$ cat config.mk
export PLATFORM = sky130hd
export DESIGN_NAME = hazard_fwd_unit
export DESIGN_NICKNAME = d
export VERILOG_FILES = /design/src/rtl/hazard_fwd_unit_pkg.sv /design/src/rtl/hazard_fwd_unit_decode.sv /design/src/rtl/hazard_fwd_unit.sv
export SDC_FILE = /design/constraint.sdc
export NUM_CORES = 1
export LEC_CHECK = 0
export ABC_AREA = 1
export BUFFER_PORTS_ARGS = -buffer_cell sky130_fd_sc_hd__buf_2
export CAP_MARGIN = 40
export CORE_UTILIZATION = 50
export DETAILED_ROUTE_END_ITERATION = 6
export PLACE_DENSITY = 0.79
export SLEW_MARGIN = 20
export SYNTH_ARGS = -nofsm -noshare
export SYNTH_HDL_FRONTEND = slang
export SYNTH_HIERARCHICAL = 1
export SYNTH_SLANG_ARGS = --single-unit
export TNS_END_PERCENT = 30
$ cat constraint.sdc
create_clock -name clk -period 2.5 [get_ports clk]
set_input_delay 0.125 -clock clk [delete_from_list [all_inputs] [get_ports clk]]
set_output_delay 0.125 -clock clk [all_outputs]
set_load 0.01 [all_outputs]
$ cat src/rtl/hazard_fwd_unit_pkg.sv
// Shared opcode/func3 constants, forwarding result kinds and the history entry type
// used by the hazard/forwarding unit and its decoder.
package hazard_fwd_unit_pkg;

   localparam logic [6:0] OPC_LOAD   = 7'b0000011;
   localparam logic [6:0] OPC_IALU   = 7'b0010011;
   localparam logic [6:0] OPC_AUIPC  = 7'b0010111;
   localparam logic [6:0] OPC_STORE  = 7'b0100011;
   localparam logic [6:0] OPC_R      = 7'b0110011;
   localparam logic [6:0] OPC_LUI    = 7'b0110111;
   localparam logic [6:0] OPC_BRANCH = 7'b1100011;
   localparam logic [6:0] OPC_JALR   = 7'b1100111;
   localparam logic [6:0] OPC_JAL    = 7'b1101111;
   localparam logic [6:0] OPC_SYSTEM = 7'b1110011;

   // func3 of ECALL/EBREAK/xRET; every other SYSTEM func3 is a CSR access
   localparam logic [2:0] FNC_PRIV   = 3'b000;

   localparam logic [1:0] FWD_KIND_ALU = 2'd0;
   localparam logic [1:0] FWD_KIND_MEM = 2'd1;
   localparam logic [1:0] FWD_KIND_PC4 = 2'd2;

   typedef struct packed {
      logic       v;
      logic [4:0] rd;
      logic [1:0] kind;
   } hist_entry_t;

endpackage

$ cat src/rtl/hazard_fwd_unit_decode.sv
// Combinational decode of the s2 instruction: register indices, which of them are
// really used or written, and the kind of result the instruction produces.
module hazard_decode
   import hazard_fwd_unit_pkg::*;
(
   input  logic [31:0] instr_i,
   output logic [4:0]  rs1_o,
   output logic [4:0]  rs2_o,
   output logic [4:0]  rd_o,
   output logic        uses_rs1_o,
   output logic        uses_rs2_o,
   output logic        writes_rd_o,
   output logic [1:0]  kind_o
);

   logic [6:0] opc;
   logic [2:0] f3;
   logic       unused_funct7;

   assign opc           = instr_i[6:0];
   assign f3            = instr_i[14:12];
   assign rd_o          = instr_i[11:7];
   assign rs1_o         = instr_i[19:15];
   assign rs2_o         = instr_i[24:20];
   assign unused_funct7 = ^instr_i[31:25];

   always_comb begin
      uses_rs1_o  = 1'b0;
      uses_rs2_o  = 1'b0;
      writes_rd_o = 1'b0;
      kind_o      = FWD_KIND_ALU;
      case (opc)
         OPC_R: begin
            uses_rs1_o  = 1'b1;
            uses_rs2_o  = 1'b1;
            writes_rd_o = 1'b1;
         end
         OPC_IALU: begin
            uses_rs1_o  = 1'b1;
            writes_rd_o = 1'b1;
         end
         OPC_LOAD: begin
            uses_rs1_o  = 1'b1;
            writes_rd_o = 1'b1;
            kind_o      = FWD_KIND_MEM;
         end
         OPC_STORE, OPC_BRANCH: begin
            uses_rs1_o = 1'b1;
            uses_rs2_o = 1'b1;
         end
         OPC_LUI, OPC_AUIPC: writes_rd_o = 1'b1;
         OPC_JAL: begin
            writes_rd_o = 1'b1;
            kind_o      = FWD_KIND_PC4;
         end
         OPC_JALR: begin
            uses_rs1_o  = 1'b1;
            writes_rd_o = 1'b1;
            kind_o      = FWD_KIND_PC4;
         end
         OPC_SYSTEM: begin
            // immediate-form CSR ops (func3[2]=1) carry a zimm in the rs1 field
            if (f3 != FNC_PRIV) begin
               writes_rd_o = 1'b1;
               uses_rs1_o  = ~f3[2];
            end
         end
         default: ;
      endcase
   end

endmodule

$ cat src/rtl/hazard_fwd_unit.sv
// Forwarding/hazard unit: tracks in-flight writers downstream of s2, picks the youngest
// producer per source and raises a load-use stall. Optional counters: HAZARD_PERF_EN.
module hazard_fwd_unit
   import hazard_fwd_unit_pkg::*;
#(
   parameter int NUM_FWD_STAGES = 2,
   parameter int LOAD_LATENCY   = 1,
   localparam int SW = (NUM_FWD_STAGES > 1) ? $clog2(NUM_FWD_STAGES) : 1
) (
   input  logic          clk,
   input  logic          rst_n,
   input  logic [31:0]   instruction_s2,
   input  logic          valid_s2,
   input  logic          flush,
   output logic          stall,
   output logic          fwd_hit_1,
   output logic [SW-1:0] fwd_stage_1,
   output logic [1:0]    fwd_kind_1,
   output logic          fwd_hit_2,
   output logic [SW-1:0] fwd_stage_2,
   output logic [1:0]    fwd_kind_2
`ifdef HAZARD_PERF_EN
   ,
   output logic [31:0]   stall_count,
   output logic [31:0]   fwd_count
`endif
);

   logic [4:0]  rs1, rs2, rd;
   logic        uses_rs1, uses_rs2, writes_rd;
   logic [1:0]  kind;

   hazard_decode u_decode (
      .instr_i     (instruction_s2),
      .rs1_o       (rs1),
      .rs2_o       (rs2),
      .rd_o        (rd),
      .uses_rs1_o  (uses_rs1),
      .uses_rs2_o  (uses_rs2),
      .writes_rd_o (writes_rd),
      .kind_o      (kind)
   );

   hist_entry_t hist_q [NUM_FWD_STAGES];
   hist_entry_t hist_d [NUM_FWD_STAGES];

   logic          match1, match2, early1, early2, wait1, wait2;
   logic [SW-1:0] idx1, idx2;
   logic [1:0]    mkind1, mkind2;

   // Walk oldest to youngest so the lowest matching index is the one that sticks.
   always_comb begin
      match1 = 1'b0; idx1 = '0; mkind1 = FWD_KIND_ALU; early1 = 1'b0;
      match2 = 1'b0; idx2 = '0; mkind2 = FWD_KIND_ALU; early2 = 1'b0;
      for (int i = NUM_FWD_STAGES - 1; i >= 0; i--) begin
         if (uses_rs1 && hist_q[i].v && hist_q[i].rd == rs1) begin
            match1 = 1'b1;
            idx1   = SW'(i);
            mkind1 = hist_q[i].kind;
            early1 = (i < LOAD_LATENCY - 1);
         end
         if (uses_rs2 && hist_q[i].v && hist_q[i].rd == rs2) begin
            match2 = 1'b1;
            idx2   = SW'(i);
            mkind2 = hist_q[i].kind;
            early2 = (i < LOAD_LATENCY - 1);
         end
      end
   end

   assign wait1 = match1 && mkind1 == FWD_KIND_MEM && early1;
   assign wait2 = match2 && mkind2 == FWD_KIND_MEM && early2;
   assign stall = valid_s2 & ~flush & (wait1 | wait2);

   assign fwd_hit_1   = match1 & ~wait1;
   assign fwd_stage_1 = fwd_hit_1 ? idx1 : '0;
   assign fwd_kind_1  = fwd_hit_1 ? mkind1 : FWD_KIND_ALU;
   assign fwd_hit_2   = match2 & ~wait2;
   assign fwd_stage_2 = fwd_hit_2 ? idx2 : '0;
   assign fwd_kind_2  = fwd_hit_2 ? mkind2 : FWD_KIND_ALU;

   // A stalled s2 leaves a bubble behind it; older entries always move on.
   always_comb begin
      hist_d[0].v    = ~stall & valid_s2 & ~flush & writes_rd & (rd != 5'd0);
      hist_d[0].rd   = rd;
      hist_d[0].kind = kind;
      for (int i = 1; i < NUM_FWD_STAGES; i++) hist_d[i] = hist_q[i-1];
   end

   always_ff @(posedge clk) begin
      if (!rst_n) begin
         for (int i = 0; i < NUM_FWD_STAGES; i++) hist_q[i] <= '0;
      end else begin
         hist_q <= hist_d;
      end
   end

`ifdef HAZARD_PERF_EN
   logic [31:0] stall_count_q, stall_count_d;
   logic [31:0] fwd_count_q, fwd_count_d;

   always_comb begin
      stall_count_d = stall_count_q;
      fwd_count_d   = fwd_count_q;
      if (stall) stall_count_d = stall_count_q + 32'd1;
      else       fwd_count_d   = fwd_count_q + 32'(fwd_hit_1) + 32'(fwd_hit_2);
   end

   always_ff @(posedge clk) begin
      if (!rst_n) begin
         stall_count_q <= '0;
         fwd_count_q   <= '0;
      end else begin
         stall_count_q <= stall_count_d;
         fwd_count_q   <= fwd_count_d;
      end
   end

   assign stall_count = stall_count_q;
   assign fwd_count   = fwd_count_q;
`endif

endmodule

Word level (Yosys, flattened, before mapping)
Cells that the tools add are included.
{ "totals": {"latch_bits": 0, "mem_bits_rw": 0, "romBits": 0, "output_inout_bits": 9, "word_cells": 59, "mem_count": 0, "inputBits": 36, "regBits": 16} }
{ "op_classes": {"n_reduce_logical": 14, "div_mod_pow": 0, "mul": 0, "eq_ne": 14, "bitwise_logic": 5, "muxes": 20, "add_sub_neg": 0, "shifts": 0, "magnitude_cmp": 0} }
{ "op_table": {"columns": ["cell", "count"], "rows": [
  ["$eq 7x7->1 const B", 4],
  ["$eq 7x6->1 const B", 3],
  ["$eq 5x5->1", 4],
  ["$eq 7x5->1 const B", 2],
  ["$mux 2", 6],
  ["$mux 1", 11],
  ["$logic_and 1x1->1", 8],
  ["$eq 7x2->1 const B", 1],
  ["$reduce_or 7->1", 1],
  ["$reduce_or 6->1", 1],
  ["$reduce_bool 5->1", 1],
  ["$pmux 1 s2", 2],
  ["$pmux 2 s2", 1],
  ["$and 1x1->1", 3],
  ["$reduce_bool 3->1", 1],
  ["$reduce_or 3->1", 1],
  ["$not 1->1", 2],
  ["$reduce_or 2->1", 1]
]} }

Longest topological paths before layout
Gate-level depths: netlist of run 1.
{ "depth": {"word_depth": 8, "depth_mapped": 13, "mapped_depth_nobuf": 13} }

Hierarchy
The synthesis of run 1 kept the hierarchy.
{ "by_module_without_submodules": {"columns": ["module", "instances", "seq_area_each_um2", "area_per_inst_um2", "cells_each"], "rows": [
  ["hazard_fwd_unit", 1, 320.3, 1044.8, 175],
  ["hazard_decode", 1, 0.0, 291.5, 56]
]} }

Least setup slack after synthesis of run 1
OpenSTA, ideal clock, no wires.
{ "synth_timing": {"path_kind": "input port to output port", "startpoint": "in instruction_s2[3]", "endpoint": "out fwd_hit_1", "required_time_ps": 2375, "arrival_ps": 1103, "cell_stages": 11, "n_path_buf": 0, "setup_slack_ps": 1272, "cell_sequence": "inv_1 nand2_1 nor2_1 nand2_1 nand4_1 nand2_1 inv_1 nand2_1 nor2_1 nand2_1 o21ai_0"} }
{ "synth_via": {"elab_chain_len": 7, "word_cells_on_any_way": 15, "cone_classes": "7 x eq/ne; 3 x mux; 5 x reduce/logical"} }
{ "synth_lines": {"columns": ["item", "line_no", "text"], "rows": [
  ["start, declared", "hazard_fwd_unit.sv:12", "input logic [31:0] instruction_s2,"],
  ["$eq 7x6->1 (tied with other cells)", "hazard_fwd_unit_decode.sv:32", "case (opc)"],
  ["$reduce_or 6->1 (no line)", null, null],
  ["$pmux 1 s2 (*)", "hazard_fwd_unit_decode.sv:32", null],
  ["named net uses_rs1", "hazard_fwd_unit.sv:30", "logic uses_rs1, uses_rs2, writes_rd;"],
  ["$logic_and 1x1->1 (2 in series)", "hazard_fwd_unit.sv:56", "if (uses_rs1 && hist_q[i].v && hist_q[i].rd == rs1) begin"],
  ["$mux 1", "hazard_fwd_unit.sv:56", null],
  ["$mux 1 (*)", "hazard_fwd_unit.sv:56", null],
  ["end, declared", "hazard_fwd_unit.sv:16", "output logic fwd_hit_1,"]
]} }
Mark *: on every way through the listed nets, which the timed path passes. The rest lies on a longest branch.

Worst setup path in the final report of run 1
{ "layout_timing": {"startpoint": "in instruction_s2[3]", "endpoint": "out fwd_kind_1[0]"} }
{ "layout_via": {"elab_chain_len": 8, "word_cells_on_any_way": 18, "cone_classes": "7 x eq/ne; 6 x mux; 5 x reduce/logical"} }
{ "layout_lines": {"columns": ["item", "line_no", "text"], "rows": [
  ["$eq 7x6->1 (tied with other cells)", "hazard_fwd_unit_decode.sv:32", null],
  ["$reduce_or 6->1 (no line)", null, null],
  ["$pmux 1 s2 (*)", "hazard_fwd_unit_decode.sv:32", null],
  ["named net uses_rs1", "hazard_fwd_unit.sv:30", null],
  ["$logic_and 1x1->1 (2 in series)", "hazard_fwd_unit.sv:56", null],
  ["$mux 2 or $mux 1 (tied branches) (2 in series)", "hazard_fwd_unit.sv:56", null],
  ["$mux 2 (*)", "hazard_fwd_unit.sv:77", "assign fwd_kind_1 = fwd_hit_1 ? mkind1 : FWD_KIND_ALU;"],
  ["end, declared", "hazard_fwd_unit.sv:18", "output logic [1:0] fwd_kind_1,"]
]} }
Marks and branches as above.

==> results of run 1 <==
[through the flow]
step / std cells / util
after floorplan: 231 / -
after CTS: 283 / 0.585
after global placement: 279 / 0.570
after detailed placement: 279 / 0.570
after global routing: 283 / 0.585
final: 283 / 0.585
[state kept, by name (all words and copies together) (netlist names)]
register	flops
hist_q	8
hist_d	8
[worst max path at each step]
stage,endpoint,slack [ns],cells after the start
after floorplan,fwd_hit_1,1.27,11
after global placement,fwd_kind_1[0],0.94,15
after detailed placement,fwd_kind_1[0],0.89,15
after CTS,fwd_kind_1[0],0.89,15
after global routing,fwd_kind_1[1],0.67,15
final,fwd_kind_1[0],0.89,15
[kinds of logic (layout without fill, tap and decap cells)]
logic type / Yosys count / in the layout
AO/OA/AOI/OAI: 6 / 6
AND/OR/NAND/NOR: 138 / 138
other: 1 / 1
buffers and inverters: 70 / 92
flip-flops: 16 / 16
[metal layers]
metal,routed length [µm],GRT usage,vias up
li1,-,-,703
met1,1100,0.230,512
met2,1070,0.319,29
met3,112,0.0198,4
met4,26,0.0921,0
met5,0,0,-
[cell usage in the layout, fill, tap and decap left out]
cell type,instances
o21ai_1,1
nor4_1,1
nand3_2,3
clkbuf_4,3
nand2_2,8
buf_2,36
nand2_1,79
o21ai_0,2
o21ai_2,1
a21oi_1,1
dfxtp_1,16
nand3_1,10
nor3_1,1
a21oi_4,1
clkbuf_8,1
conb_1,1
inv_1,45
nor2_1,18
clkinv_1,1
and2_1,2
nor2_4,5
inv_2,6
nor2_2,4
nand4_1,7
[worst min-delay path: cells and delay by family]
kind | cells | cell delay, ns
buffers and inverters | 2 | 0.12
AND/OR/NAND/NOR | 1 | 0.04
[cell type report]
type / count / area [µm²]
repair buffers: 36 / 180
fillers: 275 / 1040
well taps: 30 / 37.5
flip-flops and latches: 16 / 320
clock buffers: 4 / 36.3
multi-input cells: 145 / 692
inverters: 52 / 195
[power by group through the flow]
| stage | Sequential, µW | Combinational, µW | Clock [µW] |
|---|---|---|---|
| 6_report | 271 | 112 | 162 |
| 5_1_grt | 272 | 129 | 181 |
| 4_1_cts | 271 | 113 | 166 |
| 3_5_place_dp | 277 | 112 | 0 |
| 3_3_place_gp | 277 | 110 | 0 |
| 2_1_floorplan | 274 | 95.6 | 0 |
==> results.md, run 1 <==
* Flop pwr share at 0.497
* Layout cell share with drive strength beyond 1 at 0.269
* DP Worst Slack at 0.887 ns
* First-pass GRT wire length at just under 4 mm
* Layout Skew at 0.000634 ns
* RSZ-0062 raised after global routing: no
* # diodes at 0
* Nets at 290
* Synth Area in XOR/XNOR at 0
* Switching share of power at 0.273
* Clock transition at the registers of the reported paths at 0.08 ns
* Finished Cell Area at 0.00146 mm²
* Worst EP required at 2.38 ns
* TritonRoute pass-1 iters at 4
* FF-to-FF path depth at 2
* Max rail drop VDD at 0.319 mV
* CP Max Fanout at 3
* PD cells at 373 mW/mm²
* Post-synthesis cell type count at 24
* Clk Latency, worst-skew pair at 0.28 ns
* Routed Antenna Nets at 0
* Final period util at 0.645
* Final Total Pwr at 545 µW
* CP Class: primary input to output port
* Largest family of logic cells by synthesized area: simple AND/OR/NAND/NOR gates
* Yosys warnings at 6
* Number of port buffers at 36
* CP most frequent cell: nand2_1
* Fin. max-slew vios at 0
* Grt ovf at 0
* Cell family with most CP delay: simple AND/OR/NAND/NOR gates
* Post-synthesis simple-gate area fraction at 0.481
* Critical Path End Type: output port
* WP data arrival at 1.49 ns
* Final count of hold timing violations at 0
* Startpoint Class: primary input
* Hold path depth at 3
* Main synth FF type: dfxtp_1
* CP bufs+invs at 4
* Initial antenna violation count at 0
* Adder-Cell Fraction of Synth Area at 0
* Leakage power at roughly 0.00092 µW
* Postcts setup bufs at 0
* Routed len/inst at slightly above 8 µm
* Post-Route Setup TNS at 0 ns
* Vias at around 1200
* Initial drt markers at 22
* Synth-to-layout area growth at 9.36%
* Worst hold path class: primary input to flop
* Register area share after synthesis at 0.240
* NetSw at 149 µW
* Die H at about 54 µm
* Vias in the first global route at 1017
* IO Count at 45
* Gp weighted congestion at 0.843
* Starting density of the core at 0.535
* Worst path cell trace: buf_2, inv_1, nand2_1, nor2_1, nand2_1, nand4_1, nand2_1, inv_1, nand2_1, nor2_1, nand2_1, nor2_2, nand3_1, nand2_1, buf_2
* DRC viols at 0
* Clock group share of total power at 0.297
* Crit path from: instruction_s2[3]
* Top cell type by total area after synthesis: dfxtp_1
* CTS Buf Count at 3
* # setup viols final at 0
* Die X at roughly 54 µm
* WL final at 2.31 mm
* Combinational Power Share at 0.205
* Largest net degree at the start of global routing at 17
* R2r startpoint: hist_d[6]$_SDFF_PN0_
* Max_cap viols at 0
* Total GRT Usage at 0.187
* Final hold slack at 0.0345 ns
* Final setup margin at between 0.8 and 0.9 ns
* Average cell area after synthesis at 5.78 µm²
* Reg-to-Reg End: hist_q[6]$_SDFF_PN0_
* Fraction of registers with async set/reset at 0
* Post-layout min period at 1.61 ns
* Vias per Instance at 4.41
* CTS Hold Bufs at 0
* Count leader, synth: nand2_1
* Clock net sink count at 16
* Clock root cell: clkbuf_4
* Status: finished, final reports clean
* Slowest-stage cell, CP: nor2_1
* Post-synthesis mux area share at 0
* Post-CTS Resized at 0
* Post-synth EDFFs at 0
* Int Power at 396 µW
* Clk buf depth at 2
* Core ar. at about 0.0025 mm²
* Row count at 18
* Syn Std Cell Area at 0.00134 mm²
* Area of placed instances at 0.00143 mm²
* Fmax at 621 MHz
* Crit path largest cell delay at 0.16 ns
* Mapped Nets at about 270
* Synth top cells by count: nand2_1 (79), inv_1 (45), nor2_1 (18), buf_4 (16), dfxtp_1 (16)
* Post-synth top area share at 0.240
* Post-DP HPWL at around 2.0 mm
* #FFs+latches synth at 16
* Hold Startpoint: instruction_s2[11]
* Cells after synthesis at 231
* Full die area at 0.00288 mm²
* Total number of H-tree levels at 1
* Worst R2R Setup Slack at 1.92 ns
* Top cells by area, synth: dfxtp_1 (24%), nand2_1 (22%), inv_1 (13%)
* Hold path endpoint: hist_d[6]$_SDFF_PN0_
* Synth Area in Compound Gates at 0.0337
* CTS tree: yes
Power figures use the tool's default switching activity.
==> inputs of run 2 (changes only) <==
--- a/config.mk
+++ b/config.mk
@@ -8,9 +8,9 @@
 export ABC_AREA = 1
 export BUFFER_PORTS_ARGS = -buffer_cell sky130_fd_sc_hd__buf_2
 export CAP_MARGIN = 40
-export CORE_UTILIZATION = 50
+export CORE_UTILIZATION = 45
 export DETAILED_ROUTE_END_ITERATION = 6
-export PLACE_DENSITY = 0.79
+export PLACE_DENSITY = 0.75
 export SLEW_MARGIN = 20
 export SYNTH_ARGS = -nofsm -noshare
 export SYNTH_HDL_FRONTEND = slang
==> constraint.sdc (replaced) <==
create_clock -name clk -period 1.4 [get_ports clk]
set_input_delay 0.07 -clock clk [delete_from_list [all_inputs] [get_ports clk]]
set_output_delay 0.07 -clock clk [all_outputs]
set_load 0.01 [all_outputs]
==> run 2 against run 1 <==
The run now ends with negative setup slack left. Sequential share of layout area down 0.71 points. Combinational power up 110%. Flip-flop and latch count unchanged. First-iteration DRC count up 120%. Highest routed layer unchanged.
==> results.md, run 2 (same netlist as run 1, synthesis figures left out) <==
* Worst R2R Setup Slack at 0.85 ns (was 1.92 ns)
* Vias in the first global route at 1081 (was 1017)
* Full die area at 0.00319 mm² (was 0.00288 mm²)
* Post-DP HPWL at 2.04 mm (was 2.02 mm)
* Vias per Instance at 4.41 (about the same)
* Clock transition at the registers of the reported paths at 0.08 ns (about the same)
* Reg-to-Reg End: hist_q[3]$_SDFF_PN0_ (was hist_q[6]$_SDFF_PN0_)
* Leakage power at 0.000944 µW (was 0.000921 µW)
* # setup viols final at 6 (was 0)
* # fillers at 263 (was 275)
* FF-to-FF path depth at 2 (unchanged)
* Layout cell share with drive strength beyond 1 at 0.401 (was 0.269)
* Initial antenna violation count at 0 (unchanged)
* Clock net sink count at 16 (unchanged)
* Finished Cell Area at 0.00159 mm² (was 0.00146 mm²)
* Core ar. at 0.00278 mm² (was 0.00250 mm²)
* WL final at 2.45 mm (was 2.31 mm)
* Grt ovf at 0 (unchanged)
* Layout Skew at 0.00210 ns (was 0.000634 ns)
* Largest net degree at the start of global routing at 17 (unchanged)
* Worst path cell trace: inv_2, nand2_1, nand2_1, nor2_2, nand2_1, nor2_2, nand3_1, nand2_1, buf_2 (was buf_2, inv_1, nand2_1, nor2_1, nand2_1, nand4_1, nand2_1, inv_1, nand2_1, nor2_1, nand2_1, nor2_2, nand3_1, nand2_1, buf_2)
* Die H at 56.5 µm (was 53.7 µm)
* Vias at 1271 (was 1248)
* Post-layout min period at 1.45 ns
* Clk Latency, worst-skew pair at 0.27 ns (was 0.28 ns)
* CP most frequent cell: nand2_1 (unchanged)
* Commonest cells after routing, fill and taps aside: nand2_1 (70), inv_1 (39), buf_2 (33) (was nand2_1 (79), inv_1 (45), buf_2 (36))
* Total GRT Usage at 0.162 (was 0.187)
* Worst hold path class: primary input to flop (unchanged)
* Commonest non-fill, non-tap cell in the layout: nand2_1 (unchanged)
* Fin util at 0.573 (was 0.585)
* Fin. max-slew vios at 0 (unchanged)
* Clk buf depth at 2 (unchanged)
* Worst EP required at 1.33 ns (was 2.38 ns)
* PD cells at 588 mW/mm² (was 373 mW/mm²)
* Nets at 295 (was 290)
* Die X at 56.5 µm (was 53.7 µm)
* WP data arrival at 1.38 ns (was 1.49 ns)
* Critical Path End Type: output port (unchanged)
* Number of port buffers at 36 (unchanged)
* # diodes at 0 (unchanged)
* R2r startpoint: hist_d[3]$_SDFF_PN0_ (was hist_d[6]$_SDFF_PN0_)
* Max_cap viols at 0 (unchanged)
* Final setup margin at -0.0520 ns (was 0.888 ns)
* Total number of H-tree levels at 1 (unchanged)
* Fmax at 689 MHz
* Hold path endpoint: hist_d[5]$_SDFF_PN0_ (was hist_d[6]$_SDFF_PN0_)
* Area of placed instances at 0.00143 mm² (about the same)
* IO Count at 45 (unchanged)
* TritonRoute pass-1 iters at 4 (unchanged)
* RSZ-0062 raised after global routing: yes (was no)
* CTS tree: yes (unchanged)
* Dpl cells at 280 (was 279)
* Starting density of the core at 0.480 (was 0.535)
* Violated checks: negative setup slack
* CTS Buf Count at 3 (unchanged)
* Hold Startpoint: instruction_s2[10] (was instruction_s2[11])
* Hold path depth at 3 (unchanged)
* Slowest-stage cell, CP: dfxtp_2 (was nor2_1)
* DP Worst Slack at -0.0541 ns (was 0.887 ns)
* Initial drt markers at 49 (was 22)
* First-pass GRT wire length at 4.13 mm (was 3.88 mm)
* Status: finished, violations left (was finished, final reports clean)
* Startpoint Class: flop (was primary input)
* Max rail drop VDD at 0.453 mV (was 0.319 mV)
* Synth-to-layout area growth at 19.2% (was 9.36%)
* Crit path largest cell delay at 0.36 ns (was 0.16 ns)
* Fin cells at 288 (was 283)
* Final count of hold timing violations at 0 (unchanged)
* CP Class: flop to output port (was primary input to output port)
* CP Max Fanout at 3 (unchanged)
* DRC viols at 0 (unchanged)
* Routed Antenna Nets at 0 (unchanged)
* Row count at 19 (was 18)
* Clock root cell: clkbuf_4 (unchanged)
* Final period util at 1.04
* Routed len/inst at 8.51 µm (was 8.18 µm)
* Gp weighted congestion at 0.830 (was 0.843)
run 2: what timing repair did:
item | CTS | global route
pin swaps | 4 | 21
hold buffers | 4 | 0
resized for setup | 15 | 28
setup endpoints to repair | 8 | 8
cloned | 0 | 0
setup buffers | 0 | 1
endpoints found under the hold margin | 4 | 0
run 2: cell type report:
| type | instances | area (µm²) | share of cell area |
|---|---|---|---|
| clock buffers | 3 | 22.5 | 0.0141 |
| inverters | 52 | 195 | 0.123 |
| multi-input cells | 145 | 756 | 0.474 |
| flip-flops and latches | 16 | 338 | 0.212 |
| well taps | 31 | 38.8 | 0.0244 |
| repair buffers | 41 | 243 | 0.152 |
run 2: metrics by stage:
step	hold slack [ns]	total power [µW]	setup TNS [ns]
finish	0.0119	936	-0.232
global route	0.00802	999	-1.06
CTS	0.00301	925	-0.170
detailed placement	0.265	694	-0.237
global placement	0.267	691	-0.147
floorplan	0.223	660	0
run 2: routing by layer:
metal,global-route usage,part of all wire,vias to the layer above
li1,-,-,715
met1,0.203,0.48,524
met2,0.282,0.46,28
met3,0.0230,0.043,4
met4,0.0523,0.011,0
met5,0,0,-
run 2: where the power goes:
part,switching (µW),total [µW],internal (µW)
clock,120,219,99.5
combinational,133,230,97.2
sequential,15.6,486,471
run 2: how the worst max path moves through the flow:
stage,endpoint,startpoint
finish,fwd_kind_2[1],hist_q[5]$_SDFF_PN0_
detailed placement,fwd_kind_1[0],instruction_s2[3]
CTS,fwd_kind_2[0],hist_q[6]$_SDFF_PN0_
floorplan,fwd_hit_1,instruction_s2[3]
global placement,fwd_kind_1[1],instruction_s2[3]
global route,fwd_kind_1[0],hist_q[6]$_SDFF_PN0_
run 2: critical path, delay by kind of cell (launching register included):
| family | cells | cell delay [ns] |
|---|---|---|
| buffers and inverters | 2 | 0.16 |
| DFF | 1 | 0.36 |
| and+or+nand+nor | 7 | 0.59 |
==> inputs of run 3 (changes only) <==
--- a/config.mk
+++ b/config.mk
@@ -8,9 +8,9 @@
 export ABC_AREA = 1
 export BUFFER_PORTS_ARGS = -buffer_cell sky130_fd_sc_hd__buf_2
 export CAP_MARGIN = 40
-export CORE_UTILIZATION = 45
+export CORE_UTILIZATION = 50
 export DETAILED_ROUTE_END_ITERATION = 6
-export PLACE_DENSITY = 0.75
+export PLACE_DENSITY = 0.79
 export SLEW_MARGIN = 20
 export SYNTH_ARGS = -nofsm -noshare
 export SYNTH_HDL_FRONTEND = slang
==> constraint.sdc (replaced) <==
create_clock -name clk -period 1.9 [get_ports clk]
set_input_delay 0.095 -clock clk [delete_from_list [all_inputs] [get_ports clk]]
set_output_delay 0.095 -clock clk [all_outputs]
set_load 0.01 [all_outputs]
==> run 3 against run 2 <==
Largest cell class unchanged. Final cell count down 2.1%. Power decreased by 30%. The flow now finishes without violations. Global-route usage increased by 1.7 points. Critical path depth is 6 higher. Critical path type is now primary input to output port. Sequential power is 27% lower. Combinational power fell by 36%. Clock-buffer cell count is the same.
==> results.md, run 3 (same netlist as run 1, synthesis figures left out) <==
* Status: finished, final reports clean (was finished, violations left)
* Starting density of the core at 0.535 (was 0.480)
* CP Class: primary input to output port (was flop to output port)
* Post-CTS Resized at 0 (was 15)
* Hold Startpoint: instruction_s2[7] (was instruction_s2[10])
* Final setup margin at 0.374 ns (was -0.0520 ns)
* Final hold slack at 0.0185 ns (was 0.0119 ns)
* Post-DP HPWL at 2.01 mm (was 2.04 mm)
* CTS Buf Count at 3 (unchanged)
* Gp weighted congestion at 0.843 (was 0.830)
* Vias at 1230 (was 1271)
* # fillers at 263 (unchanged)
* Vias per Instance at 4.36 (was 4.41)
* Commonest non-fill, non-tap cell in the layout: nand2_1 (unchanged)
* Die X at 53.7 µm (was 56.5 µm)
* Vias in the first global route at 955 (was 1081)
* WL final at 2.31 mm (was 2.45 mm)
* Initial drt markers at 22 (was 49)
* Die H at 53.7 µm (was 56.5 µm)
* Critical Path End Type: output port (unchanged)
* CTS Hold Bufs at 0 (was 4)
* Area of placed instances at 0.00143 mm² (about the same)
* Clock net sink count at 16 (unchanged)
* R2r startpoint: hist_d[6]$_SDFF_PN0_ (was hist_d[3]$_SDFF_PN0_)
* TritonRoute pass-1 iters at 4 (unchanged)
* Clock transition at the registers of the reported paths at 0.07 ns (was 0.08 ns)
* DP Worst Slack at 0.363 ns (was -0.0541 ns)
* Leakage power at 0.000914 µW (was 0.000944 µW)
* Worst R2R Setup Slack at 1.33 ns (was 0.85 ns)
* Fin util at 0.579 (was 0.573)
* CP Max Fanout at 3 (unchanged)
* Hold path depth at 3 (unchanged)
* PD cells at 455 mW/mm² (was 588 mW/mm²)
* Clk Latency, worst-skew pair at 0.26 ns (was 0.27 ns)
* Final period util at 0.803
* Clk buf depth at 2 (unchanged)
* Total number of H-tree levels at 1 (unchanged)
* Row count at 18 (was 19)
* Final count of hold timing violations at 0 (unchanged)
* Finished Cell Area at 0.00145 mm² (was 0.00159 mm²)
* RSZ-0062 raised after global routing: no (was yes)
* FF-to-FF path depth at 2 (unchanged)
* Post-layout min period at 1.53 ns
* # diodes at 0 (unchanged)
* Max_cap viols at 0 (unchanged)
* Total GRT Usage at 0.179 (was 0.162)
* Reg-to-Reg End: hist_q[6]$_SDFF_PN0_ (was hist_q[3]$_SDFF_PN0_)
* Nets at 290 (was 295)
* Synth-to-layout area growth at 8.33% (was 19.2%)
* Routed Antenna Nets at 0 (unchanged)
* Fin. max-slew vios at 0 (unchanged)
* Post-Route Setup TNS at 0 ns (was -0.232 ns)
* Full die area at 0.00288 mm² (was 0.00319 mm²)
* Commonest cells after routing, fill and taps aside: nand2_1 (79), inv_1 (45), buf_2 (36) (was nand2_1 (70), inv_1 (39), buf_2 (33))
* DRC viols at 0 (unchanged)
* Worst EP required at 1.80 ns (was 1.33 ns)
* # setup viols final at 0 (was 6)
* Number of port buffers at 36 (unchanged)
* IO Count at 45 (unchanged)
* Layout cell share with drive strength beyond 1 at 0.266 (was 0.401)
* Grt ovf at 0 (unchanged)
* Max rail drop VDD at 0.484 mV (was 0.453 mV)
* Clock root cell: clkbuf_4 (unchanged)
* First-pass GRT wire length at 3.71 mm (was 4.13 mm)
* Startpoint Class: primary input (was flop)
* Worst hold path class: primary input to flop (unchanged)
* CTS tree: yes (unchanged)
* Fmax at 655 MHz
* Layout Skew at 0.00140 ns (was 0.00210 ns)
* Largest net degree at the start of global routing at 17 (unchanged)
* Core ar. at 0.00250 mm² (was 0.00278 mm²)
* Routed len/inst at 8.18 µm (was 8.51 µm)
* WP data arrival at 1.43 ns (was 1.38 ns)
* Postcts setup bufs at 0 (unchanged)
* Hold path endpoint: hist_d[2]$_SDFF_PN0_ (was hist_d[5]$_SDFF_PN0_)
* Initial antenna violation count at 0 (unchanged)
run 3: changes by cell type in the layout (fill, tap and decap cells not counted), sizes merged:
cell / previous run / this run
dlygate4sd3: 4 / 0
clkbuf: 4 / 3
run 3: cell type report:
class / instances / area (µm²) / area share
Inverter: 52 / 195 / 0.135
Sequential cell: 16 / 320 / 0.221
Clock buffer: 3 / 22.5 / 0.0156
Tap cell: 30 / 37.5 / 0.0259
Multi-Input combinational cell: 145 / 692 / 0.478
Timing Repair Buffer: 36 / 180 / 0.124
run 3: worst max-delay path, cell delays in order:
cell     delay [ns]
buf_2          0.10
inv_1          0.06
nand2_1        0.05
nor2_1         0.16
nand2_1        0.09
nand4_1        0.11
nand2_1        0.06
inv_1          0.05
nand2_1        0.04
nor2_1         0.15
nand2_1        0.10
nor2_2         0.11
nand3_1        0.07
nand2_1        0.06
buf_2          0.12
run 3: through the flow:
stage	cells	total power [µW]
after floorplan	231	487
after global placement	279	509
after detailed placement	279	512
after CTS	282	668
after global routing	282	705
final	282	659
run 3: worst max path at each step:
stage                         end  cells after the start  slack, ns         startpoint
floorplan               fwd_hit_1                     11       0.73  instruction_s2[3]
finish              fwd_kind_1[0]                     15       0.37  instruction_s2[3]
CTS                 fwd_kind_1[0]                     15       0.36  instruction_s2[3]
global route        fwd_kind_1[1]                     15       0.12  instruction_s2[2]
global placement    fwd_kind_1[0]                     15       0.40  instruction_s2[3]
detailed placement  fwd_kind_1[0]                     15       0.36  instruction_s2[3]
run 3: where the power goes:
group | switching (µW) | leakage, µW | internal (µW)
clock network | 81.9 | 0.0000138 | 73.1
logic | 88.9 | 0.000769 | 58.4
registers | 10.8 | 0.000131 | 346
run 3: layer usage:
layer  track usage  routed length (µm)  vias up
li1              -                   -      706
met1         0.220                1140      492
met2         0.317                1070       30
met3        0.0254                  84        2
met4        0.0526                  12        0
met5             0                   0        -
